<file path="src/rtl/mux_delay_line_pkg.sv">
// Shared constants for the AES-aligned mux + delay line.
//   DEF_WIDTH/DEF_DEPTH/DEF_N_SRC : default build parameters
//   MODE_SHIFT/MODE_ROTATE        : encodings of the mode input
//   tap_width()                   : width of the tap selector for a given depth
package mux_delay_line_pkg;

  localparam int unsigned DEF_WIDTH = 8;
  localparam int unsigned DEF_DEPTH = 4;
  localparam int unsigned DEF_N_SRC = 2;

  localparam logic MODE_SHIFT  = 1'b0;
  localparam logic MODE_ROTATE = 1'b1;

  // A single-stage line still needs a 1-bit tap selector.
  function automatic int unsigned tap_width(input int unsigned depth);
    return (depth > 1) ? $clog2(depth) : 1;
  endfunction

endpackage

</file>
<file path="src/rtl/mux_delay_line_if.sv">
// Bus bundle for mux_delay_line: source data/select, pipeline controls and
// the observation outputs.
//   master : drives in_data, sel, in_valid, en, flush, mode, tap_sel
//   slave  : drives q, q_valid, tap_q, tap_valid, count
interface mux_delay_line_if
  import mux_delay_line_pkg::*;
#(
  parameter int unsigned WIDTH = DEF_WIDTH,
  parameter int unsigned DEPTH = DEF_DEPTH,
  parameter int unsigned N_SRC = DEF_N_SRC
) ();

  localparam int unsigned SEL_W = $clog2(N_SRC);
  localparam int unsigned TAP_W = tap_width(DEPTH);
  localparam int unsigned CNT_W = $clog2(DEPTH + 1);

  logic [N_SRC*WIDTH-1:0] in_data;
  logic [SEL_W-1:0]       sel;
  logic                   in_valid;
  logic                   en;
  logic                   flush;
  logic                   mode;
  logic [TAP_W-1:0]       tap_sel;

  logic [WIDTH-1:0]       q;
  logic                   q_valid;
  logic [WIDTH-1:0]       tap_q;
  logic                   tap_valid;
  logic [CNT_W-1:0]       count;

  modport master (
    output in_data, sel, in_valid, en, flush, mode, tap_sel,
    input  q, q_valid, tap_q, tap_valid, count
  );

  modport slave (
    input  in_data, sel, in_valid, en, flush, mode, tap_sel,
    output q, q_valid, tap_q, tap_valid, count
  );

endinterface

</file>
<file path="src/rtl/mux_delay_line_pipe_stage.sv">
// One delay-line stage: data + valid register with synchronous flush and
// clock enable; flush wins over enable.
//   clk, rst_n         : clock, async active-low reset
//   en_i, flush_i      : advance / clear
//   data_i, valid_i    : next-stage payload
//   data_o, valid_o    : registered payload
module pipe_stage
  import mux_delay_line_pkg::*;
#(
  parameter int unsigned WIDTH = DEF_WIDTH
) (
  input  logic             clk,
  input  logic             rst_n,
  input  logic             en_i,
  input  logic             flush_i,
  input  logic [WIDTH-1:0] data_i,
  input  logic             valid_i,
  output logic [WIDTH-1:0] data_o,
  output logic             valid_o
);

  logic [WIDTH-1:0] data_q, data_d;
  logic             valid_q, valid_d;

  // Next-state: flush > en > hold.
  always_comb begin
    data_d  = data_q;
    valid_d = valid_q;
    if (flush_i) begin
      data_d  = '0;
      valid_d = 1'b0;
    end else if (en_i) begin
      data_d  = data_i;
      valid_d = valid_i;
    end
  end

  always_ff @(posedge clk or negedge rst_n) begin
    if (!rst_n) begin
      data_q  <= '0;
      valid_q <= 1'b0;
    end else begin
      data_q  <= data_d;
      valid_q <= valid_d;
    end
  end

  assign data_o  = data_q;
  assign valid_o = valid_q;

endmodule

</file>
<file path="src/rtl/mux_delay_line.sv">
// N_SRC-way source mux feeding a DEPTH-stage delay line with per-stage
// valid, stall, flush and rotate; used to align byte/word streams with the
// AES datapath latency.
//   clk, rst : clock, async active-low reset
//   bus      : slave side of mux_delay_line_if (inputs, q/q_valid from the
//              last stage, combinational tap read, registered valid count)
module mux_delay_line
  import mux_delay_line_pkg::*;
#(
  parameter int unsigned WIDTH = DEF_WIDTH,
  parameter int unsigned DEPTH = DEF_DEPTH,
  parameter int unsigned N_SRC = DEF_N_SRC
) (
  input  logic             clk,
  input  logic             rst,
  mux_delay_line_if.slave  bus
);

  localparam int unsigned CNT_W = $clog2(DEPTH + 1);

  logic [WIDTH-1:0] mux_data;
  logic [WIDTH-1:0] stage_data     [DEPTH];
  logic             stage_valid    [DEPTH];
  logic [WIDTH-1:0] stage_in_data  [DEPTH];
  logic             stage_in_valid [DEPTH];
  logic [CNT_W-1:0] count_q, count_d;

  // Source select; out-of-range selects (non-power-of-2 N_SRC) yield zero.
  always_comb begin
    mux_data = '0;
    for (int k = 0; k < int'(N_SRC); k++) begin
      if (int'(bus.sel) == k) begin
        mux_data = bus.in_data[k*WIDTH +: WIDTH];
      end
    end
  end

  // Stage chain; stage 0 takes either the mux or the last stage (rotate).
  for (genvar i = 0; i < int'(DEPTH); i++) begin : g_stage
    if (i == 0) begin : g_head
      assign stage_in_data[i]  = (bus.mode == MODE_ROTATE) ? stage_data[DEPTH-1]  : mux_data;
      assign stage_in_valid[i] = (bus.mode == MODE_ROTATE) ? stage_valid[DEPTH-1] : bus.in_valid;
    end else begin : g_body
      assign stage_in_data[i]  = stage_data[i-1];
      assign stage_in_valid[i] = stage_valid[i-1];
    end

    pipe_stage #(
      .WIDTH (WIDTH)
    ) u_stage (
      .clk     (clk),
      .rst_n   (rst),
      .en_i    (bus.en),
      .flush_i (bus.flush),
      .data_i  (stage_in_data[i]),
      .valid_i (stage_in_valid[i]),
      .data_o  (stage_data[i]),
      .valid_o (stage_valid[i])
    );
  end

  // Valid-stage count: one in, one out per shift; rotate keeps the set.
  // Bounded by construction: a full line always retires its last stage.
  always_comb begin
    count_d = count_q;
    if (bus.flush) begin
      count_d = '0;
    end else if (bus.en && (bus.mode == MODE_SHIFT)) begin
      count_d = count_q + CNT_W'(bus.in_valid) - CNT_W'(stage_valid[DEPTH-1]);
    end
  end

  always_ff @(posedge clk or negedge rst) begin
    if (!rst) begin
      count_q <= '0;
    end else begin
      count_q <= count_d;
    end
  end

  // Tap read; selectors beyond the last stage read as empty.
  always_comb begin
    bus.tap_q     = '0;
    bus.tap_valid = 1'b0;
    for (int i = 0; i < int'(DEPTH); i++) begin
      if (int'(bus.tap_sel) == i) begin
        bus.tap_q     = stage_data[i];
        bus.tap_valid = stage_valid[i];
      end
    end
  end

  assign bus.q       = stage_data[DEPTH-1];
  assign bus.q_valid = stage_valid[DEPTH-1];
  assign bus.count   = count_q;

endmodule

</file>
<file path="src/flat_wrapper.sv">
// flat-port wrapper written by rule: the top's interface ports become plain ports
module mux_delay_line_flat import mux_delay_line_pkg::*;
#(
  parameter int unsigned WIDTH = DEF_WIDTH,
  parameter int unsigned DEPTH = DEF_DEPTH,
  parameter int unsigned N_SRC = DEF_N_SRC
)
  (clk, rst, bus_in_data, bus_sel, bus_in_valid, bus_en, bus_flush, bus_mode, bus_tap_sel, bus_q, bus_q_valid, bus_tap_q, bus_tap_valid, bus_count);
  mux_delay_line_if #(.WIDTH(WIDTH), .DEPTH(DEPTH), .N_SRC(N_SRC)) bus_i ();
  input  logic clk;
  input  logic rst;
  input wire logic [$bits(bus_i.in_data)-1:0] bus_in_data;
  input wire logic [$bits(bus_i.sel)-1:0] bus_sel;
  input wire logic [$bits(bus_i.in_valid)-1:0] bus_in_valid;
  input wire logic [$bits(bus_i.en)-1:0] bus_en;
  input wire logic [$bits(bus_i.flush)-1:0] bus_flush;
  input wire logic [$bits(bus_i.mode)-1:0] bus_mode;
  input wire logic [$bits(bus_i.tap_sel)-1:0] bus_tap_sel;
  output wire logic [$bits(bus_i.q)-1:0] bus_q;
  output wire logic [$bits(bus_i.q_valid)-1:0] bus_q_valid;
  output wire logic [$bits(bus_i.tap_q)-1:0] bus_tap_q;
  output wire logic [$bits(bus_i.tap_valid)-1:0] bus_tap_valid;
  output wire logic [$bits(bus_i.count)-1:0] bus_count;
  assign bus_i.in_data = bus_in_data;
  assign bus_i.sel = bus_sel;
  assign bus_i.in_valid = bus_in_valid;
  assign bus_i.en = bus_en;
  assign bus_i.flush = bus_flush;
  assign bus_i.mode = bus_mode;
  assign bus_i.tap_sel = bus_tap_sel;
  assign bus_q = bus_i.q;
  assign bus_q_valid = bus_i.q_valid;
  assign bus_tap_q = bus_i.tap_q;
  assign bus_tap_valid = bus_i.tap_valid;
  assign bus_count = bus_i.count;
  mux_delay_line #(.WIDTH(WIDTH), .DEPTH(DEPTH), .N_SRC(N_SRC)) u_core (.clk(clk), .rst(rst), .bus(bus_i));
endmodule
</file>
<file path="config.mk">
export PLATFORM = sky130hd
export DESIGN_NAME = mux_delay_line_flat
export DESIGN_NICKNAME = d
export VERILOG_FILES = /design/src/rtl/mux_delay_line_pkg.sv /design/src/rtl/mux_delay_line_if.sv /design/src/rtl/mux_delay_line_pipe_stage.sv /design/src/rtl/mux_delay_line.sv /design/src/flat_wrapper.sv
export SDC_FILE = /design/constraint.sdc
export NUM_CORES = 1
export LEC_CHECK = 0
export ABC_CLOCK_PERIOD_IN_PS = 4600
export CAP_MARGIN = 10
export CORE_UTILIZATION = 50
export DETAILED_ROUTE_END_ITERATION = 8
export PLACE_DENSITY = 0.84
export SETUP_SLACK_MARGIN = 0.1
export SYNTH_ARGS = -nofsm -noshare
export SYNTH_HDL_FRONTEND = slang
export SYNTH_SLANG_ARGS = --single-unit
</file>
<file path="constraint.sdc">
create_clock -name clk -period 4.6 [get_ports clk]
set_input_delay 1.15 -clock clk [delete_from_list [all_inputs] [get_ports clk]]
set_output_delay 1.15 -clock clk [all_outputs]
set_load 0.02 [all_outputs]
</file>
* After elaboration in Yosys (flattened, before gate mapping)
Cells that the tools add are included.
Storage, ports and cells: bits in registers 39, latch bits 0, memory bits (writable) 0, bits in read-only memories 0, bits of input ports 25, logic and storage cells 48, memories 0
Operators by class: add/subtract/negate cells 2, multiply operators 0, divide/modulo/power cells 0, $lt $le $gt $ge 0, equal/unequal tests 3, shift-type cells 0, muxes and demuxes 29, bitwise gates (word level) 1, reduce and logical (&&, ||, !) cells 4
Operators by type and width (count):
- 2-to-1 mux 8 bit | 14
- 2-to-1 mux 1 bit | 13
- 2-to-1 mux 3 bit | 2
- equality test 2 bit (second input constant) | 2
- nonzero test 2 bit | 2
- adder 3 x 1 -> 3 bit | 1
- subtractor 3 x 1 -> 3 bit | 1
- equality test 2 x 1 -> 1 bit (second input constant) | 1
- logical NOT 2 bit | 1
- logical AND 1 bit | 1
- inverter 1 bit | 1

* Logic depth before layout (Yosys ltp)
depth after elaboration 5, gate-level depth with buffers 9, gate-level depth less buffers 9

* Hierarchy
A second synthesis with hierarchy kept.
Unflattened totals: cells, all modules 174, area total of the unflattened synthesis 2049.5 µm²
Modules (own cells, without submodules):
- pipe_stage | times used 4, cells an instance 29, area each 364.1 µm², seq. area each 225.2 µm²
- mux_delay_line | times used 1, cells an instance 58, area each 593.1 µm², seq. area each 75.1 µm²

* Worst setup path after synthesis
OpenSTA, ideal clock, no wires.
path type input to output, start in bus_tap_sel[0], end out bus_tap_q[0], data arrival time 1.866 ns, data required time 3.450 ns, slack 1.584 ns, stages 2, cells stage by stage buf_6 mux4_2
Between the ends: longest elaborated chain between the ends 5
Ends and longest elaborated chain:
- start, declared | line flat_wrapper.sv:18 | input wire logic [$bits(bus_i.tap_sel)-1:0] bus_tap_sel;
- logical NOT 2 bit | line mux_delay_line.sv:86 | if (int'(bus.tap_sel) == i) begin
- 2-to-1 mux 8 bit (3 in series) | line mux_delay_line.sv:86
- 2-to-1 mux 8 bit * | line mux_delay_line.sv:86
- end, declared | line flat_wrapper.sv:21 | output wire logic [$bits(bus_i.tap_q)-1:0] bus_tap_q;
Every way passes the cells marked *; elsewhere a longest branch is shown, timed or not.

* Worst setup path after layout
start in bus_tap_sel[0], end out bus_tap_q[6]
Same word-level chain as after synthesis.

==> run_results.csv <==
group,metric,value,unit
timing,setup_tns,0,ns
setup_path,critical_path_arrival,2.92,ns
finish,drive_gt1_frac,0.110,
clock_network,clk_pin_slew,0.08,ns
clock_network,clock_sinks,39,
timing,layout_setup_ws,0.526,ns
timing,final_hold_viol_count,0,
placed_design,io_buffers,45,
grt,top_usage_layer,"met2",
placed_design,dpl.cell_count,261,
synth,ys_seq_area_frac,0.462,
timing,setup-violations-final,0,
timing,rsz0062_at_grt,"no",
run,maxCapViolCount,0,
clock_network,clk_latency,0.29,ns
grt,grt_pass1_wl,6910,µm
finish,fin_area,2650,µm²
timing,min_period,4.07,ns
grt,grt_use_total,0.216,
synth,syn_nets,205,
finish,multiInputGateArea,1010,µm²
setup_path,crit_chain,"clkdlybuf4s50_1 -> buf_4 -> mux4_2 -> clkdlybuf4s50_1",
floorplan,die_y,67.0,µm
setup_path,critPathRequiredTime,3.45,ns
synth,synth-edff-count,0,
floorplan,start_util,0.524,
timing,fin_skew,0.00803,ns
power_and_ir_drop,cellLeakagePower,1.20,nW
timing,drv_slew,0,
synth,async_flop_share,1.00,
setup_path,crit_top_cell,"clkdlybuf4s50_1",
synth,ys_ff_latch,39,
placed_design,postPlaceCellArea,2520,µm²
hold_path,holdCritPathClass,"flop to flop",
outcome,outcome,"finished, final reports clean",
synth,synth_cell_types,23,
synth,netlist_instances,177,
clock_network,cts_tree,"built",
floorplan,die-area,4490,µm²
floorplan,std_cell_rows,23,
power_and_ir_drop,p_per_area,301,nW/µm²
grt,grt_pass1_vias,1432,
timing,max_freq,245,MHz
route,first_pass_iters,4,
setup_path,cp_max_fo,9,
clock_network,post-cts-setup-buffer-count,0,
clock_network,cts-root-buf,"clkbuf_8",
synth,syn_area_per_cell,11.9,µm²
setup_path,worstSetupPathType,"input pin to output port",
grt,met3_usage,0.0531,
grt,use_met2,0.341,
finish,final_common_cell,"clkdlybuf4s50_1",
finish,antenna_cells,0,
finish,seq_area,976,µm²
timing,min_period_over_period,0.886,
power_and_ir_drop,ir_drop,211,µV
grt,grt_max_degree,40,
floorplan,core,4030,µm²
placed_design,dp_hpwl,2870,µm
setup_path,cp-end-kind,"output port",
clock_network,cts_buffers,5,
floorplan,die_width,67.0,µm
clock_network,cts-htree-levels,2,
clock_network,hold_buffers,0,
grt,grt_use_met1,0.287,
route,avgRoutedWirePerCell,15.6,µm
clock_network,cts_resized,0,
grt,grt_antenna_before_repair,0,
route,antenna_left,0,
placed_design,place_ws,0.524,ns
grt,grt-ovfl-total,0,
route,routed_wl,4200,µm
synth,netlist_area,2110,µm²
setup_path,start_kind,"input pin",
timing,tightest_slew,0.844,ns
route,first_iter_violations,88,
placed_design,gp_congestion,0.749,
finish,final_nets,246,
route,vias,1480,
timing,max_slew_margin,0.437,
finish,fillers,342,
synth,synth_ff_type,"dfrtp_1",
finish,syn_to_final_growth,25.6,%
floorplan,io_pins,46,
setup_path,critPathBufInv,3,
setup_path,crit_family,"buffers and inverters",
route,viasPerCell,5.50,
finish,layout_common_cells,"clkdlybuf4s50_1, dfrtp_1, nor2_1",
clock_network,clk_path_buf_depth,2,
setup_path,cpPeakStageDelay,0.55,ns
finish,layout.cells.non_filler,269,
route,drc_errors,0,
synth,ys_warn_count,0,
setup_path,slowest_stage,"clkdlybuf4s50_1",
-- cell families after synthesis --
logic type | Yosys count | share of synthesized area
xor gates and xnor gates | 1 | 0.00415
AOI/OAI and AO/OA | 20 | 0.0747
muxes | 38 | 0.234
and+or+nand+nor | 59 | 0.143
DFF | 39 | 0.462
adders and majority gates | 3 | 0.0213
buffers and inverters | 17 | 0.0611
-- power breakdown --
group / total (mW) / leakage [nW] / switching (mW) / internal (mW)
clock: 0.332 / 0.0654 / 0.115 / 0.217
combinational: 0.106 / 0.597 / 0.0515 / 0.0544
sequential: 0.361 / 0.537 / 0.00846 / 0.352
total: 0.798 / 1.20 / 0.175 / 0.623
-- worst reg2reg max path, cell delays in order (launching register included) --
cell and delay (ns):
dfrtp_1 0.43, ha_1 0.29, inv_1 0.05, ha_1 0.12, inv_1 0.05, fa_1 0.37
xor2_1 0.20, a21oi_1 0.10, a31o_2 0.21
-- layout make-up --
type | instances | area share
multi-input combinational | 121 | 0.379
sequential | 39 | 0.368
timing repair buffer | 48 | 0.175
clock buffer | 6 | 0.0274
tap | 50 | 0.0236
clock inverter | 2 | 0.0227
inverter | 3 | 0.00425
-- layer usage --
metal | wire (µm) | vias to the layer above
met4 | 51 | 0
met3 | 160 | 4
met5 | 0 | -
li1 | - | 706
met1 | 1870 | 737
met2 | 2120 | 33
-- sequential cells by signal, indices dropped and copies added (netlist names) --
| signal | flops |
|---|---|
| u_core.g_stage.u_stage.data_o | 32 |
| u_core.g_stage.u_stage.valid_o | 4 |
| u_core.bus.count | 3 |
-- Yosys cell counts (2+ instances only) --
master	n	area [µm²]
nor2_1	32	120
o32ai_1	7	61.3
mux4_2	9	203
a211oi_1	10	75.1
inv_1	3	11.3
ha_1	2	25.0
dfrtp_1	39	976
nand2b_1	9	56.3
mux2i_1	29	290
buf_6	8	90.1
clkbuf_1	2	7.51
buf_2	3	15.0
nor2b_1	11	68.8
and2b_1	4	30.0
-- final timing paths --
path	from	endpoint	slack, ns	cells past startpoint
setup / recovery	bus_tap_sel[0]	bus_tap_q[6]	0.53	4
hold / removal	u_core.g_stage[0].u_stage.data_o[7]$_DFFE_PN0P_	u_core.g_stage[0].u_stage.data_o[7]$_DFFE_PN0P_	0.52	2
setup reg to reg	u_core.g_stage[3].u_stage.valid_o$_DFFE_PN0P_	u_core.bus.count[2]$_DFFE_PN0P_	2.69	8
hold reg to reg	u_core.g_stage[0].u_stage.data_o[7]$_DFFE_PN0P_	u_core.g_stage[0].u_stage.data_o[7]$_DFFE_PN0P_	0.52	2
max in group asynchronous	rst	u_core.g_stage[3].u_stage.data_o[4]$_DFFE_PN0P_	3.10	1
min in group asynchronous	rst	u_core.bus.count[1]$_DFFE_PN0P_	0.96	1
-- stage by stage --
step,hold WS [ns],power (mW),util
after floorplan,0.464,0.432,-
after global placement,0.496,0.472,0.625
after detailed placement,0.511,0.474,0.625
after CTS,0.528,0.808,0.658
after global routing,0.572,0.833,0.658
final,0.518,0.798,0.658
Note: power is estimated with default switching activity, not from simulation.
